==> config.mk <==
export PLATFORM = sky130hd
export DESIGN_NAME = mpu_sequencer
export DESIGN_NICKNAME = d
export VERILOG_FILES = /design/src/rtl/mpu_sequencer.sv
export SDC_FILE = /design/constraint.sdc
export NUM_CORES = 1
export LEC_CHECK = 0
export CORE_AREA = 5 5 153 155
export CTS_CLUSTER_DIAMETER = 200
export DETAILED_ROUTE_END_ITERATION = 10
export DIE_AREA = 0 0 158 160
export PLACE_DENSITY = 0.79
export SLEW_MARGIN = 20
export SYNTH_ARGS = -nofsm -noshare
export SYNTH_HDL_FRONTEND = slang
export SYNTH_SLANG_ARGS = --single-unit
==> constraint.sdc <==
create_clock -name sys_clk -period 8.93 [get_ports sys_clk]
set_input_delay 1.786 -clock sys_clk [delete_from_list [all_inputs] [get_ports sys_clk]]
set_output_delay 1.786 -clock sys_clk [all_outputs]
set_load 0.01 [all_outputs]
==> src/rtl/mpu_sequencer.sv <==
// Run-control sequencer for the MPU execution stage: decides retirement and
// turns hm_start/user_irq into stalling host-memory and CPU-interrupt handshakes.
module mpu_sequencer #(
    parameter int unsigned TIMEOUT = 1024
) (
    input  logic        sys_clk,
    input  logic        sys_rst,
    input  logic        en,
    output logic        ip_en,
    input  logic        hm_start,
    input  logic [63:0] hm_addr,
    output logic        hm_req,
    output logic [63:0] hm_req_addr,
    input  logic        hm_ack,
    input  logic [63:0] hm_rdata,
    output logic [63:0] hm_data,
    input  logic        user_irq,
    input  logic [63:0] user_data,
    output logic        irq,
    output logic [63:0] irq_data,
    input  logic        irq_ack,
    input  logic        we_in,
    output logic        we,
    output logic        err,
    output logic        busy
);

    localparam int unsigned CW = (TIMEOUT == 0) ? 1 : $clog2(TIMEOUT + 1);
    localparam logic [CW-1:0] CNT_LAST = (TIMEOUT == 0) ? '0 : CW'(TIMEOUT - 1);

    localparam logic [2:0] S_IDLE     = 3'd0;
    localparam logic [2:0] S_RUN      = 3'd1;
    localparam logic [2:0] S_MEM_WAIT = 3'd2;
    localparam logic [2:0] S_MEM_DONE = 3'd3;
    localparam logic [2:0] S_IRQ_WAIT = 3'd4;
    localparam logic [2:0] S_ERROR    = 3'd5;

    logic [2:0]    state;
    logic [CW-1:0] cnt;

    always_comb begin
        ip_en = 1'b0;
        we    = 1'b0;
        case (state)
            S_RUN: begin
                if (en && !hm_start && !user_irq) begin
                    ip_en = 1'b1;
                    we    = we_in;
                end
            end
            S_MEM_DONE: begin
                ip_en = 1'b1;
                we    = we_in;
            end
            // The INT retires in the ack cycle but never writes a register.
            S_IRQ_WAIT: ip_en = irq_ack;
            default: ;
        endcase
    end

    assign busy = (state != S_IDLE);

    always_ff @(posedge sys_clk or posedge sys_rst) begin
        if (sys_rst) begin
            state       <= S_IDLE;
            cnt         <= '0;
            hm_req      <= 1'b0;
            hm_req_addr <= '0;
            hm_data     <= '0;
            irq         <= 1'b0;
            irq_data    <= '0;
            err         <= 1'b0;
        end else begin
            case (state)
                S_IDLE: begin
                    if (en) state <= S_RUN;
                end
                S_RUN: begin
                    if (!en) begin
                        state <= S_IDLE;
                    end else if (hm_start) begin
                        hm_req_addr <= hm_addr;
                        hm_req      <= 1'b1;
                        cnt         <= '0;
                        state       <= S_MEM_WAIT;
                    end else if (user_irq) begin
                        irq_data <= user_data;
                        irq      <= 1'b1;
                        state    <= S_IRQ_WAIT;
                    end
                end
                S_MEM_WAIT: begin
                    if (cnt != '1) cnt <= cnt + 1'b1;
                    // An ack in the last allowed cycle beats the timeout.
                    if (hm_ack) begin
                        hm_data <= hm_rdata;
                        hm_req  <= 1'b0;
                        state   <= S_MEM_DONE;
                    end else if (TIMEOUT != 0 && cnt == CNT_LAST) begin
                        hm_req <= 1'b0;
                        err    <= 1'b1;
                        state  <= S_ERROR;
                    end
                end
                S_MEM_DONE: state <= S_RUN;
                S_IRQ_WAIT: begin
                    if (irq_ack) begin
                        irq   <= 1'b0;
                        state <= S_RUN;
                    end
                end
                S_ERROR: begin
                    if (!en) begin
                        err   <= 1'b0;
                        state <= S_IDLE;
                    end
                end
                default: state <= S_IDLE;
            endcase
        end
    end

endmodule

### Word-level counts from Yosys, hierarchy flattened

Cells that the tools add are included.

* output and inout bits: 198
* register bits: 209

* mux-type cells: 31
* eq/ne operators: 19
* reductions and logical operators: 17
* add/sub/neg operators: 1
* bitwise logic cells: 1

Operator list (count)
* $mux 11: 3
* $mux 3: 8
* $pmux 11 s2: 1
* $ne 2x2->1 const B: 10
* $pmux 3 s6: 1
* $reduce_and 4->1: 4
* $mux 1: 13
* $add 11x1->11 const B: 1
* $eq 11x10->1 const B: 1
* $ne 11x11->1 const B: 1
* $reduce_and 5->1: 2
* $pmux 1 s2: 4
* $eq 3x2->1 const B: 2
* $eq 3x3->1 const B: 2
* $reduce_bool 2->1: 3
* $ne 4x4->1 const B: 1
* $eq 3x1->1 const B: 1
* $logic_not 3->1: 1
* $ne 3x3->1 const B: 1
* $pmux 1 s3: 1
* $reduce_and 3->1: 1
* $reduce_bool 3->1: 1
* $logic_and 1x1->1: 2
* $logic_not 1->1: 2
* 2 further kinds: 2

### Longest topological paths before layout

* depth after elaboration: 5
* mapped depth: 8
* gate-level depth less buffers: 5

### Least setup slack after synthesis

OpenSTA, ideal clock, no wires.

* path type: input to output
* start: in hm_start
* end: out we
* data required time: 7.144 ns
* path slack: 4.796 ns
* cell stages on the path: 3
* arrival: 2.348 ns
* buffers on the path: 0
* cell sequence: nor2_1 > a21oi_1 > nor3b_1

* longest elaborated chain between the ends: 5

RTL lines
* from (decl): RTL line 10 `input logic hm_start,`
* $logic_not 1->1: RTL line 46 `if (en && !hm_start && !user_irq) begin`
* $logic_and 1x1->1 (2 in series): RTL line 46
* $mux 1: RTL line 46
* $pmux 1 s2: RTL line 44 `case (state)`
* to (decl): RTL line 23 `output logic we,`

No other way between the ends.

### Final worst setup path

Same ends and word-level chain as after synthesis.

==> flow_summary.ini <==
[route]
wirelength_mm = 23.7
dr.pass1.iters = 4
ant_nets = 0
drcViolationCount = 0
vias = 6269
drt_iter0_markers = 295
routedWlPerCell_um = 17.7
via_per_inst = 4.67

[logic_synthesis]
yosys.area.top_type_share_pct = 64.6
syn-mean-instance-area_sq_um = 12.4
ys_top_cells_by_count = nand2_1 (210), dfrtp_1 (209), mux2_2 (128)
ys_top_cells_by_area = dfrtp_1 (65%), mux2_2 (18%), nand2_1 (9.7%)
synth-seq-area-share_pct = 64.6
post-synth-top-count-cell = nand2_1
yosys.area.top_type = dfrtp_1
synth-seq-cells = 209
synthCells = 654
ys_types = 39
synth-edff-count = 0
yosysWarningCount = 0
ys.flop_type = dfrtp_1
syn_nets = 855
synth_area_sq_mm = 0.00810
async_flop_share_pct = 100

[grt]
track_usage_pct = 17.8
grt_pass1_wl_mm = 36.1
grt_util_met2_pct = 31.3
grt_max_degree = 140
antenna_found_initial = 1
met1_usage_pct = 20.4
top_usage_layer = met2
overflow = 0
first_global_vias = 6542
grtUsageMet3_pct = 6.90

[sta]
worst_pin_slew_ns = 0.994
slew_headroom_pct = 33.8
drv_slew = 0
finClkSkew_ns = 0.0151
setup_viol = 0
hold_viol_final = 0
min_period_ns = 5.16
fmax_ghz = 0.194
period_share_pct = 57.7
rsz0062_at_grt = false
fin_tns_setup_ns = 0

[floorplanning]
fp.dieW_um = 158
die_h_um = 160
num_io_pins = 398
start_util_pct = 37.3
die_area_sq_mm = 0.0253
num_rows = 54
coreArea_sq_mm = 0.0217

[setup_path]
crit_slowest_cell = clkdlybuf4s50_1
worstPathArrival_ns = 3.37
crit_family = buffers and inverters
crit-reg2reg-launch = state[0]
worstPathRequired_ns = 7.14
setup.worst_path.end_class = output pin
path_class = input pin to output pin
path_common_cell = clkdlybuf4s50_1
max_stage_delay_ns = 0.57
startpoint = hm_start
worst-path-max-fanout = 5
worst_setup_path_start_kind = input pin
path_cells = clkdlybuf4s50_1, nor2_1, a21oi_1, nor3b_1, clkdlybuf4s50_1
cp_num_buf_inv = 2

[finish]
nets = 1250
multi_input_area_sq_mm = 0.00271
num_antenna_cells = 0
drive_above_1_share_pct = 16.4
final_util_pct = 60.2
area_growth_pct = 61.3
nFillCells = 1728
ff_latch_area_sq_mm = 0.00523

[clocking]
ctsLongestPathBuffers = 3
post_cts.repair.setup_buffers = 0
cts.clk_slew.worst_paths_ns = 0.06
cts_tree = built
hold_buffers = 0
cts_root_buf = clkbuf_16
cts_buffers = 23
clock_latency_ns = 0.50
htree_levels = 1
post_cts_resized = 0
clock_sinks = 209

[placement]
gp_congestion = 0.793
dp_hpwl_mm = 17.5
io_buffers = 397

[pwr]
p_leak_uw = 0.00577
ir_worst_vdd_uv = 181
power_density_mw_per_mm2 = 336

[worst_hold_path]
hold_start = hm_req_addr[45]
min_path_type = register to register

[run]
cap_violations = 0

[status]
outcome = finished, final reports clean
-- placed cells by master, fill, tap and decap left out, types with 2 or more instances in the layout --
master           count
and3_1               2
clkbuf_8             7
nor3b_1              3
nor2_1               9
mux2_2             128
o21a_1               3
clkbuf_16           23
a31oi_1              3
nor3_1               3
nand4_1              3
inv_1                3
nand2_1            209
clkbuf_1             5
mux2i_1              6
buf_4                6
nor4_1               3
nand3_1              7
o21ai_0              6
o22a_1               2
and2_2               2
clkdlybuf4s50_1    397
dfrtp_1            209
-- where the power goes --
group	internal (uW)	total (uW)	switching, uW
clock network	556	914	358
registers	1390	1630	243
logic	1120	1850	729
-- stage by stage --
step / worst slack (ns) / hold slack (ns) / cells / area [sq um] / power (uW)
6_report: 3.77 / 0.470 / 1342 / 13100 / 4390
4_1_cts: 3.77 / 0.476 / 1342 / 13100 / 4470
5_1_grt: 3.65 / 0.499 / 1342 / 13100 / 4670
2_1_floorplan: 1.43 / 0.464 / 654 / 8100 / 2370
3_5_place_dp: 3.78 / 0.462 / 1304 / 12300 / 3520
3_3_place_gp: 3.80 / 0.456 / 1304 / 12300 / 3470
-- worst paths after layout --
check                                  end  slack [ns]  depth (start not counted)
setup / recovery                        we        3.77                          5
hold / removal             hm_req_addr[45]        0.47                          2
setup reg to reg               hm_data[27]        6.54                          4
hold reg to reg            hm_req_addr[45]        0.47                          2
max in group asynchronous      hm_data[54]        5.50                          3
min in group asynchronous      hm_data[37]        1.86                          2
-- registers in the layout, indices dropped and copies added, names as in the netlist --
name	count
hm_req_addr	64
err	1
hm_req	1
cnt	11
irq	1
irq_data	64
state	3
hm_data	64
-- cells by family (layout without fill, tap and decap cells) --
logic type	after synthesis	count (layout)	synth area share [%]
buffers and inverters	37	445	2.02
AO/OA/AOI/OAI	22	22	1.92
multiplexers	134	134	18.5
adder cells (fa/ha/maj)	1	1	0.155
flip-flops	209	209	64.6
AND/OR/NAND/NOR	251	251	12.8
-- worst min-delay path, stage by stage, from the launching register on --
cell,delay (ns)
dfrtp_1,0.34
nand2_1,0.05
nand2_1,0.05
-- final cells by class --
class                           instances  area share (%)
Timing Repair Buffer                  403            30.8
Sequential cell                       209            40.0
Inverter                                4           0.172
Clock buffer                           35            5.29
Clock inverter                          3           0.326
Tap cell                              280            2.68
Multi-Input combinational cell        408            20.7
-- routing by layer --
| metal | wire, um | up-vias | part of all wire, % |
|---|---|---|---|
| met3 | 2680 | 29 | 11 |
| met4 | 513 | 2 | 2.2 |
| li1 | - | 2973 | - |
| met5 | 13 | - | 0.055 |
| met1 | 8740 | 2999 | 37 |
| met2 | 11700 | 266 | 50 |
Power figures use the tool's default switching activity.
